==> config.mk <==
export PLATFORM = sky130hd
export DESIGN_NAME = pc_fetch_unit
export DESIGN_NICKNAME = d
export VERILOG_FILES = /design/src/rtl/pc_fetch_unit_pkg.sv /design/src/rtl/pc_fetch_unit_next_pc_calc.sv /design/src/rtl/pc_fetch_unit.sv
export SDC_FILE = /design/constraint.sdc
export NUM_CORES = 1
export LEC_CHECK = 0
export BUFFER_PORTS_ARGS = -buffer_cell sky130_fd_sc_hd__buf_4
export CAP_MARGIN = 30
export CORE_MARGIN = 2
export CORE_UTILIZATION = 45
export CTS_CLUSTER_SIZE = 30
export DETAILED_ROUTE_END_ITERATION = 7
export GPL_TIMING_DRIVEN = 0
export PLACE_DENSITY = 0.75
export SLEW_MARGIN = 20
export SYNTH_ARGS = -nofsm -noshare
export SYNTH_HDL_FRONTEND = slang
export SYNTH_SLANG_ARGS = --single-unit
==> constraint.sdc <==
create_clock -name clk -period 10.5 [get_ports clk]
set_input_delay 1.575 -clock clk [delete_from_list [all_inputs] [get_ports clk]]
set_output_delay 1.575 -clock clk [all_outputs]
set_load 0.03 [all_outputs]
==> src/rtl/pc_fetch_unit_pkg.sv <==
// Shared definitions for the fetch stage: FSM state codes, next-PC select codes,
// the default reset vector and the branch displacement helper.
package pc_fetch_unit_pkg;

  localparam logic [31:0] DEFAULT_RESET_VEC = 32'h0000_0000;

  localparam logic [1:0] ST_BOOT   = 2'd0;
  localparam logic [1:0] ST_RUN    = 2'd1;
  localparam logic [1:0] ST_HALTED = 2'd2;
  localparam logic [1:0] ST_FAULT  = 2'd3;

  typedef enum logic [2:0] {
    SEL_SEQ    = 3'd0,
    SEL_PEND   = 3'd1,
    SEL_BRANCH = 3'd2,
    SEL_JUMP   = 3'd3,
    SEL_JR     = 3'd4
  } sel_e;

  // Word offset from the instruction, sign-extended and scaled to bytes.
  function automatic logic [31:0] branch_disp(input logic [15:0] off);
    return {{14{off[15]}}, off, 2'b00};
  endfunction

endpackage

==> src/rtl/pc_fetch_unit_next_pc_calc.sv <==
// Combinational next-PC selection: computes every candidate target and picks one
// by priority jr > jump > branch > pending redirect > sequential.
module next_pc_calc
  import pc_fetch_unit_pkg::*;
(
  input  logic [31:0] pc,
  input  logic [15:0] branch_offset,
  input  logic [25:0] jump_target,
  input  logic [31:0] jr_addr,
  input  logic [31:0] pend_pc,
  input  logic        branch_taken,
  input  logic        jump,
  input  logic        jr,
  input  logic        pend_valid,
  output logic [31:0] pc_plus4,
  output logic [31:0] redirect_pc,
  output logic [31:0] next_pc,
  output logic        redirect
);

  logic [31:0] branch_pc;
  logic [31:0] jump_pc;
  sel_e        sel;

  assign pc_plus4  = pc + 32'd4;
  assign branch_pc = pc_plus4 + branch_disp(branch_offset);
  assign jump_pc   = {pc_plus4[31:28], jump_target, 2'b00};
  assign redirect  = jr | jump | branch_taken;

  always_comb begin
    sel = SEL_SEQ;
    if (jr)                sel = SEL_JR;
    else if (jump)         sel = SEL_JUMP;
    else if (branch_taken) sel = SEL_BRANCH;
    else if (pend_valid)   sel = SEL_PEND;
  end

  // The target captured into the pending buffer ignores pend/sequential choices.
  always_comb begin
    redirect_pc = branch_pc;
    if (jr)        redirect_pc = jr_addr;
    else if (jump) redirect_pc = jump_pc;
  end

  always_comb begin
    next_pc = pc_plus4;
    case (sel)
      SEL_JR:     next_pc = jr_addr;
      SEL_JUMP:   next_pc = jump_pc;
      SEL_BRANCH: next_pc = branch_pc;
      SEL_PEND:   next_pc = pend_pc;
      default:    next_pc = pc_plus4;
    endcase
  end

endmodule

==> src/rtl/pc_fetch_unit.sv <==
// Program counter and fetch sequencer: boot/run/halt/fault FSM, stall-time
// pending-redirect buffer and a saturating issued-instruction counter.
module pc_fetch_unit
  import pc_fetch_unit_pkg::*;
#(
  parameter logic [31:0] RESET_VEC = DEFAULT_RESET_VEC,
  parameter int          CNT_W     = 32
) (
  input  logic             clk,
  input  logic             rst,
  input  logic             stall,
  input  logic             branch_taken,
  input  logic [15:0]      branch_offset,
  input  logic             jump,
  input  logic [25:0]      jump_target,
  input  logic             jr,
  input  logic [31:0]      jr_addr,
  input  logic             halt_req,
  output logic [31:0]      pc,
  output logic [31:0]      pc_plus4,
  output logic             fetch_valid,
  output logic             halted,
  output logic             misalign,
  output logic [CNT_W-1:0] issue_count
);

  logic [1:0]  state;
  logic        pend_valid;
  logic [31:0] pend_pc;
  logic [31:0] next_pc;
  logic [31:0] redirect_pc;
  logic        redirect;
  logic        jr_misaligned;

  next_pc_calc u_next_pc_calc (
    .pc            (pc),
    .branch_offset (branch_offset),
    .jump_target   (jump_target),
    .jr_addr       (jr_addr),
    .pend_pc       (pend_pc),
    .branch_taken  (branch_taken),
    .jump          (jump),
    .jr            (jr),
    .pend_valid    (pend_valid),
    .pc_plus4      (pc_plus4),
    .redirect_pc   (redirect_pc),
    .next_pc       (next_pc),
    .redirect      (redirect)
  );

  assign jr_misaligned = jr && (jr_addr[1:0] != 2'b00);

  // During a stall only the pending buffer moves; halt and fault are judged on live cycles.
  always_ff @(posedge clk) begin
    if (rst) begin
      state       <= ST_BOOT;
      pc          <= RESET_VEC;
      pend_valid  <= 1'b0;
      pend_pc     <= RESET_VEC;
      issue_count <= '0;
    end else begin
      case (state)
        ST_BOOT: state <= ST_RUN;
        ST_RUN: begin
          if (stall) begin
            if (redirect) begin
              pend_pc    <= redirect_pc;
              pend_valid <= 1'b1;
            end
          end else begin
            if (issue_count != {CNT_W{1'b1}})
              issue_count <= issue_count + CNT_W'(1);
            pend_valid <= 1'b0;
            if (halt_req)           state <= ST_HALTED;
            else if (jr_misaligned) state <= ST_FAULT;
            else                    pc    <= next_pc;
          end
        end
        default: ;
      endcase
    end
  end

  assign fetch_valid = (state == ST_RUN);
  assign halted      = (state == ST_HALTED);
  assign misalign    = (state == ST_FAULT);

endmodule

==> results.sh, run 1 <==
export IMPL_avgRoutedWirePerCell_microns=21.1
export IMPL_path_common_cell="nor2_1"
export IMPL_numCtsBuffers=9
export IMPL_grt_pass1_wl_microns=42400
export IMPL_path_max_fanout=7
export IMPL_grt_pass1_vias=7478
export IMPL_vias=8404
export IMPL_cp_slowest_stage_delay_ps=500
export IMPL_finClkSkew_ps=9.57
export IMPL_netlist_instances=958
export IMPL_finish_utilization_pct=58.0
export IMPL_placed_area_sq_mm=0.00888
export IMPL_cp_start_kind="flop"
export IMPL_cpLargestDelayFamily="simple AND/OR/NAND/NOR gates"
export IMPL_gr_total_overflow=0
export IMPL_fmax_mhz=209
export IMPL_start_util_pct=45.9
export IMPL_ir_worst_vdd_mv=0.108
export IMPL_clkLatencyLatePin_ps=360
export IMPL_hold_viol=0
export IMPL_slew_headroom_pct=34.6
export IMPL_tightest_slew_ps=977
export IMPL_dieWidth_microns=131
export IMPL_grt_max_degree=18
export IMPL_drive_above_1_share_pct=19.0
export IMPL_avgSynthCellArea_sq_um=7.58
export IMPL_cts_root_buf="clkbuf_16"
export IMPL_setup_viol=0
export IMPL_pre_cts_slack_ps=5860
export IMPL_status="finished, violations left"
export IMPL_mostFrequentLayoutCells="179 x buf_4, 135 x nor2_1, 99 x dfxtp_1, 75 x nand2_1, 71 x a21oi_1"
export IMPL_clk_transition_reported_paths_ps=70
export IMPL_holdBufCountCts=0
export IMPL_post_cts_resized=0
export IMPL_synth_edf_count=0
export IMPL_num_nets_final=1264
export IMPL_cts_sinks=99
export IMPL_tritoncts="done"
export IMPL_synth_seq_cells=99
export IMPL_ys_async_sr_fraction_pct=0
export IMPL_yosysUniqueCellTypes=75
export IMPL_syn_area_sq_mm=0.00727
export IMPL_critPathKind="flop to flop"
export IMPL_syn_to_final_growth_pct=26.2
export IMPL_leakage_nw=3.85
export IMPL_drtAntennaViolNets=0
export IMPL_dieArea_sq_mm=0.0172
export IMPL_cts_setup_buffers=0
export IMPL_num_rows=46
export IMPL_worstPathRequired_ps=10710
export IMPL_worstPathArrival_ps=4990
export IMPL_dp_hpwl_microns=21600
export IMPL_first_pass_iters=8
export IMPL_path_cells="ha_1 > nand3_1 > nor2_1 > nand2_1 > nor2_1 > xor2_1 > ha_1 > and3_1 > a221oi_2 > nand3_1 > a211oi_1 > nor2_1 > a41oi_1 > xnor2_1 > a211oi_1 > nor3_1"
export IMPL_crit_slowest_cell="dfxtp_1"
export IMPL_diodes=0
export IMPL_grtUsageTotal_pct=32.8
export IMPL_core_area_sq_mm=0.0158
export IMPL_violations="design-rule violations"
export IMPL_vias_per_cell=6.14
export IMPL_final_cell_area_sq_mm=0.00917
export IMPL_final_common_cell="buf_4"
export IMPL_syn_nets=1075
export IMPL_p_per_area_mw_per_mm2=108
export IMPL_yosysWarningCount=0
export IMPL_routabilityCongestion=0.980
export IMPL_portBuffers=177
export IMPL_period_needed_ps=4780
export IMPL_rsz0062_at_grt="no"
export IMPL_drv_slew=0
export IMPL_n_fill_cell=1523
export IMPL_antenna_found_initial=0
export IMPL_htreeDepth=3
export IMPL_fin_ws_ps=5720
export IMPL_yosysSeqAreaShare_pct=27.3
export IMPL_min_path_type="flop to flop"
export IMPL_timing_hold_ws_ps=463
export IMPL_tns_ps=0
export IMPL_ios=180
export IMPL_die_h_microns=131
export IMPL_endpoint_kind="flop"
export IMPL_route_detailed_drc=6
export IMPL_path_buf_inv=0
export IMPL_period_share_pct=45.6
export IMPL_wl_microns=28900
export IMPL_yosys_most_used_dff="dfxtp_1"
export IMPL_drt_iter0_markers=982
export IMPL_cts_buffer_depth=2
export IMPL_cap_violations=0
state kept, by name (all words and copies together), names as in the netlist:
signal / flops
pend_valid: 1
pend_pc: 32
issue_count: 32
state: 2
pc: 32
through the flow:
stage / instances / total power [mW]
2_1_floorplan: 958 / 0.558
3_3_place_gp: 1351 / 0.651
3_5_place_dp: 1352 / 0.653
4_1_cts: 1368 / 0.983
5_1_grt: 1368 / 1.02
6_report: 1368 / 0.995
kinds of logic after synthesis:
group,synth area share (%)
AND/OR/NAND/NOR,23.2
AO/OA/AOI/OAI,27.1
flip-flops,27.3
XOR/XNOR,9.99
buffers and inverters,4.27
adder cells (fa/ha/maj),6.30
multiplexers,1.81
power by group:
part	switching [mW]	internal (mW)
Combinational	0.158	0.0931
Clock	0.163	0.177
Sequential	0.0129	0.390
Total	0.335	0.661
worst min-delay path: stages, from the launching register on:
cell and delay, ps:
dfxtp_1 310, nand2_1 50, a21oi_1 50
metal layers:
layer,GRT usage [%],vias up,share of wire (%)
met2,52.7,493,45
met5,0,-,0
met3,6.25,94,11
met4,12.8,0,3.9
li1,-,3893,-
met1,43.6,3924,41
worst paths after layout:
kind / start / end / slack, ps / cells past startpoint
worst max register to register: pc[2] / pc[25] / 5720 / 16
worst min register to register: pend_pc[13] / pend_pc[13] / 460 / 2
worst max-delay path: pc[2] / pc[25] / 5720 / 16
worst min-delay path: pend_pc[13] / pend_pc[13] / 460 / 2
synth_stat cells, types with 8 or more instances:
cell type  count  share of area (%)
a21oi_1       71                4.9
xnor2_1       36                4.3
dfxtp_1       99                 27
nor2b_1        8               0.69
a31oi_1       13                1.1
nand4_1       11               0.95
ha_1          35                6.0
a211oi_1      20                2.1
and2_1         9               0.77
a22oi_1       12                1.2
o21ai_0       69                4.8
a222oi_1      10                1.4
nand3_1       36                2.5
nand2_1       75                3.9
nand2b_1      11               0.95
a221oi_1      14                1.7
and3_1        10               0.86
xor2_1        44                5.3
inv_1         24                1.2
o211ai_1      13                1.3
clkbuf_1      46                2.4
mux2i_1       12                1.7
and4_1         9                1.1
a311oi_1       8               0.96
a21o_1        12                1.2
nor3_1        24                1.7
nor2_1       135                7.0
layout make-up:
cell class | count | area (sq um) | area share, %
Buffer | 54 | 213 | 2.32
Clock buffer | 11 | 253 | 2.76
Clock inverter | 5 | 43.8 | 0.477
Inverter | 26 | 97.6 | 1.06
Multi-Input combinational cell | 779 | 4970 | 54.2
Sequential cell | 99 | 1980 | 21.6
Tap cell | 216 | 270 | 2.95
Timing Repair Buffer | 178 | 1340 | 14.6
(Power assumes the default switching activity.)
==> run 2: changes to the inputs <==
- clock period: 10.5 -> 4.6 ns (I/O delays scaled with it)
==> run 2 against run 1 <==
Net effect: the flow now finishes without violations; design area is 0.61% higher; highest routed layer unchanged; via count rose by 0.82%; final cell count did not move; setup slack lost 5500 ps; critical endpoint is now pend_pc[29].
==> results.sh, run 2 (synthesis gave the netlist of run 1 again) <==
export IMPL_leakage_nw=3.86
export IMPL_num_rows=46
export IMPL_first_pass_iters=8
export IMPL_grt_pass1_vias=7491
export IMPL_clk_transition_reported_paths_ps=70
export IMPL_min_path_type="flop to flop"
export IMPL_period_needed_ps=4380
export IMPL_hold_path_depth=2
export IMPL_finalPower_mw=2.27
export IMPL_route_detailed_drc=0
export IMPL_core_area_sq_mm=0.0158
export IMPL_met2_usage_pct=52.8
export IMPL_n_fill_cell=1518
export IMPL_drive_above_1_share_pct=19.8
export IMPL_cpLargestDelayFamily="compound AO/OA/AOI/OAI gates"
export IMPL_htreeDepth=3
export IMPL_drv_slew=0
export IMPL_fmax_mhz=228
export IMPL_worstPathArrival_ps=4620
export IMPL_timing_rr_end="pend_pc[29]"
export IMPL_dieWidth_microns=131
export IMPL_vias=8473
export IMPL_tightest_slew_ps=949
export IMPL_num_nets_final=1264
export IMPL_path_buf_inv=1
export IMPL_syn_to_final_growth_pct=27.0
export IMPL_hold_viol=0
export IMPL_hold_end="pend_pc[13]"
export IMPL_finalNonFillerCells=1368
export IMPL_finClkSkew_ps=12.6
export IMPL_drt_iter0_markers=1078
export IMPL_antenna_found_initial=0
export IMPL_pre_cts_slack_ps=-36.4
export IMPL_p_per_area_mw_per_mm2=246
export IMPL_timing_hold_ws_ps=466
export IMPL_holdBufCountCts=0
export IMPL_cts_sinks=99
export IMPL_grtUsageMet3_pct=6.29
export IMPL_routabilityCongestion=0.980
export IMPL_r2r_start="pc[6]"
export IMPL_tns_ps=0
export IMPL_grtUsageTotal_pct=32.9
export IMPL_vias_per_cell=6.19
export IMPL_grt_pass1_wl_microns=42600
export IMPL_ir_worst_vdd_mv=0.246
export IMPL_placed_area_sq_mm=0.00888
export IMPL_cts_root_buf="clkbuf_16"
export IMPL_crit_slowest_cell="nor3_4"
export IMPL_placedCellCount=1352
export IMPL_worstPathRequired_ps=4850
export IMPL_status="finished, final reports clean"
export IMPL_cts_buffer_depth=2
export IMPL_cp_start_kind="flop"
export IMPL_mostFrequentLayoutCells="179 x buf_4, 133 x nor2_1, 98 x dfxtp_1, 75 x nand2_1, 71 x a21oi_1"
export IMPL_dieArea_sq_mm=0.0172
export IMPL_die_h_microns=131
export IMPL_start_util_pct=45.9
export IMPL_gr_usage_met1_pct=43.6
export IMPL_cap_violations=0
export IMPL_path_cells="buf_2 > nand4_1 > nor3_4 > nand3_1 > xnor2_1 > ha_1 > a21o_1 > a221oi_4 > nand3_2 > a211oi_4 > nor2_1 > a221oi_1 > xnor2_1 > nand2_1 > a311oi_1"
export IMPL_r2r_slack_ps=220
export IMPL_path_common_cell="xnor2_1"
export IMPL_period_share_pct=95.2
export IMPL_dp_hpwl_microns=21600
export IMPL_cp_depth=15
export IMPL_path_max_fanout=8
export IMPL_final_common_cell="buf_4"
export IMPL_gr_total_overflow=0
export IMPL_clkLatencyLatePin_ps=360
export IMPL_grt_max_degree=18
export IMPL_cp_startpoint="pc[6]"
export IMPL_avgRoutedWirePerCell_microns=21.2
export IMPL_ios=180
export IMPL_diodes=0
export IMPL_tritoncts="done"
export IMPL_wl_microns=29000
export IMPL_setup_viol=0
export IMPL_drtAntennaViolNets=0
export IMPL_endpoint_kind="flop"
export IMPL_numCtsBuffers=9
export IMPL_hold_path_startpoint="pend_pc[13]"
export IMPL_fin_ws_ps=223
export IMPL_finish_utilization_pct=58.3
export IMPL_portBuffers=177
export IMPL_cts_setup_buffers=0
export IMPL_cp_slowest_stage_delay_ps=450
export IMPL_busiest_layer="met2"
export IMPL_r2r_cells=15
export IMPL_critPathKind="flop to flop"
export IMPL_final_cell_area_sq_mm=0.00923
export IMPL_reg_top3="issue_count x32, pc x32, pend_pc x32"
export IMPL_slew_headroom_pct=36.7
## run 2: cell counts in the layout (fill, tap and decap cells not counted)
Identical to the previous run, type by type.
## run 2: final cells by class
cell class | instances | area (sq um) | area share [%]
Sequential cell | 99 | 1980 | 21.5
Inverter | 26 | 97.6 | 1.06
Tap cell | 216 | 270 | 2.93
Clock inverter | 5 | 43.8 | 0.475
Multi-Input combinational cell | 779 | 5030 | 54.5
Buffer | 54 | 213 | 2.30
Timing Repair Buffer | 178 | 1340 | 14.5
Clock buffer | 11 | 253 | 2.74
## run 2: worst max-delay path by stage
| stage | slack (ps) | end |
|---|---|---|
| CTS | 20 | pend_pc[30] |
| floorplan | 360 | pend_pc[29] |
| global route | -40 | pend_pc[29] |
| global placement | -60 | pc[25] |
| detailed placement | -40 | pc[25] |
| finish | 220 | pend_pc[29] |
## run 2: per-layer routing
| layer | vias to the layer above | part of all wire, % |
|---|---|---|
| met5 | - | 0 |
| met4 | 0 | 4.0 |
| li1 | 3899 | - |
| met1 | 3954 | 40 |
| met3 | 90 | 11 |
| met2 | 530 | 45 |
## run 2: tightest hold or removal path, delay by kind of cell, from the launching register on
| kind | cells | cell delay (ps) |
|---|---|---|
| flip-flops | 1 | 310 |
| AO/OA/AOI/OAI | 1 | 50 |
| AND/OR/NAND/NOR | 1 | 50 |
## run 2: power by group
group	internal, mW	switching (mW)	total (mW)
logic	0.214	0.364	0.578
clock network	0.404	0.372	0.776
registers	0.891	0.0297	0.921
## run 2: repair_timing
item / 4_1_cts / 5_1_grt
pin swaps: 0 / 2
endpoints found under the setup margin: 4 / 15
gates resized for setup: 2 / 10
gates cloned: 0 / 0
